`src/rtl/fpga_row_cfg_loader.sv`:
```
// Word-serial configuration loader for one FPGA row. Words are shifted into a
// shadow register, checked against a trailing XOR checksum word, and only then
// committed in one edge to the row's select buses.
module fpga_row_cfg_loader #(
  parameter int unsigned wire_width  = 3,
  parameter int unsigned fpga_width  = 5,
  parameter int unsigned lb_cfg_size = 5,
  parameter int unsigned WORD_W      = 8
) (
  input  logic                                            clk,
  input  logic                                            rst,
  input  logic                                            start,
  input  logic [WORD_W-1:0]                               cfg_data,
  input  logic                                            cfg_valid,
  output logic                                            cfg_ready,
  output logic [fpga_width*wire_width*12-1:0]             brbselect,
  output logic [(fpga_width-1)*wire_width*wire_width*12-1:0] bsbselect,
  output logic [(fpga_width-1)*lb_cfg_size-1:0]           lbselect,
  output logic                                            busy,
  output logic                                            done,
  output logic                                            err
);

  localparam int unsigned BRB_W  = fpga_width * wire_width * 12;
  localparam int unsigned BSB_W  = (fpga_width - 1) * wire_width * wire_width * 12;
  localparam int unsigned LB_W   = (fpga_width - 1) * lb_cfg_size;
  localparam int unsigned TOTAL  = BRB_W + BSB_W + LB_W;
  localparam int unsigned NWORDS = (TOTAL + WORD_W - 1) / WORD_W;
  localparam int unsigned SH_W   = NWORDS * WORD_W;
  localparam int unsigned CNT_W  = $clog2(NWORDS + 1);

  typedef enum logic [1:0] {
    StIdle,
    StLoad,
    StCheck
  } state_e;

  state_e              r_state;
  logic [SH_W-1:0]     r_shadow;
  logic [WORD_W-1:0]   r_csum;
  logic [CNT_W-1:0]    r_cnt;
  logic [BRB_W-1:0]    r_brb;
  logic [BSB_W-1:0]    r_bsb;
  logic [LB_W-1:0]     r_lb;
  logic                r_cfg_ready;
  logic                r_busy;
  logic                r_done;
  logic                r_err;

  logic                w_hs;
  logic                w_last;
  logic                w_csum_ok;

  // Handshake and decode of the final data word / checksum match.
  assign w_hs      = cfg_valid & r_cfg_ready;
  assign w_last    = (r_cnt == CNT_W'(NWORDS - 1));
  assign w_csum_ok = (cfg_data == r_csum);

  // Shadow assembly: shift right so word 0 ends up at the LSBs after NWORDS words.
  always_ff @(posedge clk or posedge rst) begin
    if (rst) begin
      r_shadow <= '0;
      r_csum   <= '0;
      r_cnt    <= '0;
    end else begin
      if (r_state == StIdle && start) begin
        r_csum <= '0;
        r_cnt  <= '0;
      end else if (r_state == StLoad && w_hs) begin
        r_shadow <= {cfg_data, r_shadow[SH_W-1:WORD_W]};
        r_csum   <= r_csum ^ cfg_data;
        r_cnt    <= r_cnt + CNT_W'(1);
      end
    end
  end

  // Control FSM with registered handshake/status outputs and the atomic commit.
  always_ff @(posedge clk or posedge rst) begin
    if (rst) begin
      r_state     <= StIdle;
      r_cfg_ready <= 1'b0;
      r_busy      <= 1'b0;
      r_done      <= 1'b0;
      r_err       <= 1'b0;
      r_brb       <= '0;
      r_bsb       <= '0;
      r_lb        <= '0;
    end else begin
      r_done <= 1'b0;
      unique case (r_state)
        StIdle: begin
          if (start) begin
            r_state     <= StLoad;
            r_cfg_ready <= 1'b1;
            r_busy      <= 1'b1;
            r_err       <= 1'b0;
          end
        end
        StLoad: begin
          if (w_hs && w_last) begin
            r_state <= StCheck;
          end
        end
        StCheck: begin
          if (w_hs) begin
            r_state     <= StIdle;
            r_cfg_ready <= 1'b0;
            r_busy      <= 1'b0;
            if (w_csum_ok) begin
              // Padding bits above TOTAL are dropped here.
              {r_lb, r_bsb, r_brb} <= r_shadow[TOTAL-1:0];
              r_done               <= 1'b1;
            end else begin
              r_err <= 1'b1;
            end
          end
        end
        default: begin
          r_state     <= StIdle;
          r_cfg_ready <= 1'b0;
          r_busy      <= 1'b0;
        end
      endcase
    end
  end

  assign cfg_ready = r_cfg_ready;
  assign busy      = r_busy;
  assign done      = r_done;
  assign err       = r_err;
  assign brbselect = r_brb;
  assign bsbselect = r_bsb;
  assign lbselect  = r_lb;

endmodule

```
`config.mk`:
```
export PLATFORM = sky130hd
export DESIGN_NAME = fpga_row_cfg_loader
export DESIGN_NICKNAME = d
export VERILOG_FILES = /design/src/rtl/fpga_row_cfg_loader.sv
export SDC_FILE = /design/constraint.sdc
export NUM_CORES = 2
export LEC_CHECK = 0
export CAP_MARGIN = 20
export CORE_AREA = 2 2 379 381
export DETAILED_ROUTE_END_ITERATION = 12
export DIE_AREA = 0 0 381 383
export GPL_TIMING_DRIVEN = 0
export SYNTH_ARGS = -nofsm -noshare
export SYNTH_HDL_FRONTEND = slang
export SYNTH_SLANG_ARGS = --single-unit
```
`constraint.sdc`:
```
create_clock -name clk -period 43 [get_ports clk]
set_input_delay 6.45 -clock clk [delete_from_list [all_inputs] [get_ports clk]]
set_output_delay 6.45 -clock clk [all_outputs]
set_load 0.005 [all_outputs]
```
Word level (Yosys, flattened, before mapping)
Cells that the tools add are included. Widths: inputs -> output; s select.

Output and inout bits: 636. Register bits after elaboration: 1284.

Add/subtract/negate cells: 1. Reduce and logical (&&, ||, !) cells: 11. Bitwise logic cells: 4. Mux-type cells: 18. Eq/ne operators: 8.

Operators with widths (count): $mux 8 (2); $mux 7 (2); $reduce_and 3->1 (3); $eq 8x8->1 (1); $mux 1 (8); $xor 8x8->8 (1); $add 7x1->7 const B (1); $eq 7x7->1 const B (1); $mux 2 (3); $ne 2x2->1 const B (3); $pmux 2 s3 (1); $reduce_and 4->1 (1); $reduce_bool 2->1 (2); $logic_and 1x1->1 (3); $pmux 1 s3 (1); $eq 2x1->1 const B (1); $eq 2x2->1 const B (1); $logic_not 2->1 (1); $ne 2x1->1 const B (1); $not 1->1 (2); $pmux 1 s2 (1); $reduce_and 2->1 (1); $and 1x1->1 (1).

Longest topological paths before layout
Word-level depth: 4. Mapped depth: 8. Mapped depth without buffers: 6.

Worst setup path before layout
No wires, ideal clock.

Path type: in2reg. Start: input cfg_data[4]. End: register r_bsb[100] (netlist: bsbselect[100]). Cell stages on the path: 8. Slack: 34.895 ns. Arrival time: 7.980 ns. Path through: xnor2_1 -> nand4_1 -> or4_1 -> clkbuf_1 -> buf_6 -> buf_6 -> buf_6 -> mux2_4.

Longest elaborated chain between the ends: 2.

RTL lines: start, declared (RTL line 13) `input logic [WORD_W-1:0] cfg_data,`; $eq 8x8->1 (RTL line 57) `assign w_csum_ok = (cfg_data == r_csum);`; $reduce_and 3->1 (no source line); end signal, assigned (RTL line 111) `{r_lb, r_bsb, r_brb} <= r_shadow[TOTAL-1:0];`; end, declared (RTL line 43) `logic [BSB_W-1:0] r_bsb;`.

No other way between the ends. A chain may end at the register's enable or synchronous reset.

==> metrics.md <==
| Metric | Value |
|---|---|
| DR pass1 iterations | `5` |
| Lkg Pwr | `around 33 nW` |
| Hold Vio Cnt, Final | `0` |
| Num CTS Buffers | `around 140` |
| HPWL after DPL | `97900 um` |
| Worst vdd ir | `between 30 and 40 uV` |
| Clk_skew | `between 0.03 and 0.04 ns` |
| Ranking of synthesized cells by area | `dfrtp_1 65%, nand2_1 14%, mux2_4 11%` |
| GR peak layer | `met2` |
| Iteration-0 DRC count of the detailed router | `2019` |
| FP Rows | `139` |
| WP data required | `approximately 44 ns` |
| Met1 track demand over resource | `between 20% and 30%` |
| Max_slew headroom | `30.6%` |
| Post_cts resized | `0` |
| Outcome | `complete, no violations` |
| Hold WC Path Type | `reg2reg` |
| Via count | `~32000` |
| Hold_buf cts | `0` |
| Crit path max fanout | `125` |
| Routed vias/inst | `between 4 and 5` |
| Initial antenna violation count | `3` |
| Remaining antenna violation count | `0` |
| Most frequent cells in the layout | `1902 x nand2_1, 1284 x dfrtp_1, 647 x clkdlybuf4s50_1` |
| Post-synthesis compound-gate area fraction | `0.306%` |
| Clk_lat worst skew | `slightly below 0.8 ns` |
| Final Core Density | `roughly 45%` |
| Final setup viols | `0` |
| Met2 global-route usage | `between 20% and 30%` |
| Crit Path Class | `in2async` |
| Reg2reg path depth | `6` |
| R2R Path Start | `busy` |
| Gpl congestion | `roughly 0.83` |
| CTS max path bufs | `3` |
| Post-synthesis mux area share | `between 10% and 20%` |
| Die height | `~380 um` |
| Layout area overhead | `28.2%` |
| Worst-Margin Slew | `1.04 ns` |
| Hold EP | `r_shadow[5]` |
| Worst setup EP type | `asynchronous set/reset pin` |
| Nets | `between 4000 and 5000` |
| Post-Synth Adder-Cell Area | `less than 1%` |
| Final Cell Area | `0.0633 mm2` |
| Placed cell area | `slightly below 0.06 mm2` |
| Commonest non-fill, non-tap cell in the layout | `nand2_1` |
| F_max | `between 100 and 150 MHz` |
| Yosys cell types | `32` |
| Hold depth | `2` |
| Synth top area share | `between 60% and 70%` |
| Min Clock Period, post-route | `8.79 ns` |
| Final worst-path cycle share | `20.4%` |
| Arr. time, crit path | `9.65 ns` |
| Fraction of layout cells with a size suffix above 1 | `18.8%` |
| Placed Cells incl. Taps | `approximately 6700` |
| CTS tree | `yes` |
| Reg2reg setup slack | `about 40 ns` |
| Syn avg cell area | `approximately 12 um2` |
| Routed wire length | `around 130000 um` |
| Buffers on Ports | `between 600 and 700` |
| Starting Density | `34.7%` |
| First-pass GRT wire length | `between 200000 and 250000 um` |
| Hold Startpoint | `r_shadow[5]` |
| Hold slack final | `about 0.47 ns` |
| Reg-to-reg endpoint | `r_shadow[215]` |
| Post-Synthesis Cells | `slightly above 4000` |
| Slew Limit Fails | `0` |
| Pin count of the biggest net entering global routing | `about 130` |
| Sequential element share of the synthesized area | `65.0%` |
| Cell Count, Final, Fillers Out | `6929` |
| XOR/XNOR share of the synthesized area | `0.195%` |
| Wirelength per Cell | `19.4 um` |
| Total track usage | `~18%` |
| Power Dens Cells | `41.6 mW/mm2` |
| Post-Synth Simple-Gate Area | `around 15%` |
| Grt ovf | `0` |
| Die X | `381 um` |
| Worst-path clk slew | `~0.050 ns` |
| Synth Register Bits | `about 1300` |
| CTS Root Cell | `clkbuf_16` |
| Post-synth net total | `a little over 4000` |
| Met3 usage | `under 10%` |
| Residual DRC | `0` |
| Synthesized area | `between 0.04 and 0.05 mm2` |
| CP startpoint kind | `input port` |
| Num Clock Sinks | `roughly 1300` |
| Boundary Pins | `~650` |
| YS warnings | `0` |
| DIE AREA | `0.146 mm2` |
| H-Tree Depth | `4` |
| MaxCap Viol Count | `0` |
| Largest family of logic cells by synthesized area | `multiplexers` |
| Core ar. | `0.142 mm2` |
| Number of global-route vias before repair | `32456` |
| Largest area contributor in the netlist | `dfrtp_1` |
| Postcts setup bufs | `0` |
| Setup TNS | `0 ns` |
| RSZ-0062 raised after global routing | `no` |
[how the worst max path moves through the flow]
stage               from             end  slack [ns]  cells past startpoint
global route         rst   r_shadow[543]       33.79                      6
global placement     rst  bsbselect[362]      -14.18                      2
CTS                  rst  bsbselect[378]       34.12                      6
finish               rst   r_shadow[551]       34.21                      6
detailed placement   rst  bsbselect[360]       33.27                      6
floorplan            rst    brbselect[0]        0.36                      1
[worst max-delay path, cell delays in order]
cell and delay, ns:
clkdlybuf4s50_1 0.49, inv_8 0.41, buf_16 0.45, buf_16 0.46, buf_16 0.47, buf_16 0.44
[routing by layer]
layer | part of all wire [%] | vias to the layer above
met5 | 0.017 | -
met4 | 2.7 | 4
met3 | 6.1 | 194
met2 | 47 | 704
met1 | 44 | 15934
li1 | - | 14734
[state kept, by name, indices dropped and copies added (netlist names)]
| register | count |
|---|---|
| r_csum | 8 |
| bsbselect | 432 |
| r_state | 2 |
| busy | 1 |
| err | 1 |
| done | 1 |
| r_cnt | 7 |
| r_shadow | 632 |
| lbselect | 20 |
| brbselect | 180 |
[area by class of cell]
type,instances,area (um2)
clock inverters,51,563
well taps,1903,2380
repair buffers,660,6820
inverters,7,33.8
plain buffers,215,1170
multi-input cells,2604,16100
flip-flops and latches,1284,32100
diodes,1,2.50
clock buffers,204,4170
fillers,13323,78900
[cell families after synthesis]
| family | count (synthesis) |
|---|---|
| AO/OA/AOI/OAI | 27 |
| XOR/XNOR | 11 |
| adder cells (fa/ha/maj) | 2 |
| buffers and inverters | 222 |
| flip-flops | 1284 |
| multiplexers | 632 |
| AND/OR/NAND/NOR | 1932 |
[synth_stat cells]
cell,n
buf_2,26
and3_1,1
nand4_1,5
a311oi_1,1
nand2_1,1902
mux2_2,263
ha_1,2
nor3b_1,1
a2bb2oi_1,1
and4b_1,1
a211oi_1,1
dfrtp_1,1284
o21ai_0,21
xor2_1,3
nor2_1,14
inv_1,7
buf_6,43
o22ai_1,1
nand2b_1,1
a41o_1,1
a21oi_1,1
buf_1,16
and2_1,1
nand4b_1,1
xnor2_1,8
mux2_4,369
nor4_1,1
or4_1,1
clkbuf_1,129
buf_4,1
nand3b_1,1
nand3_1,2
[through the flow]
step | setup WS, ns | total power [mW]
6_report | 34.21 | 2.63
5_1_grt | 33.79 | 2.74
4_1_cts | 34.12 | 2.67
3_5_place_dp | 33.27 | 1.44
3_3_place_gp | -14.18 | 1.43
2_1_floorplan | 0.362 | 1.39
[power breakdown]
part / total (mW) / switching, mW / leakage, nW / internal (mW)
clock: 1.22 / 0.502 / 2.33 / 0.719
sequential: 1.30 / 0.0445 / 17.8 / 1.25
combinational: 0.114 / 0.0840 / 13.3 / 0.0300
total: 2.63 / 0.631 / 33.4 / 2.00
Power figures use the tool's default switching activity.
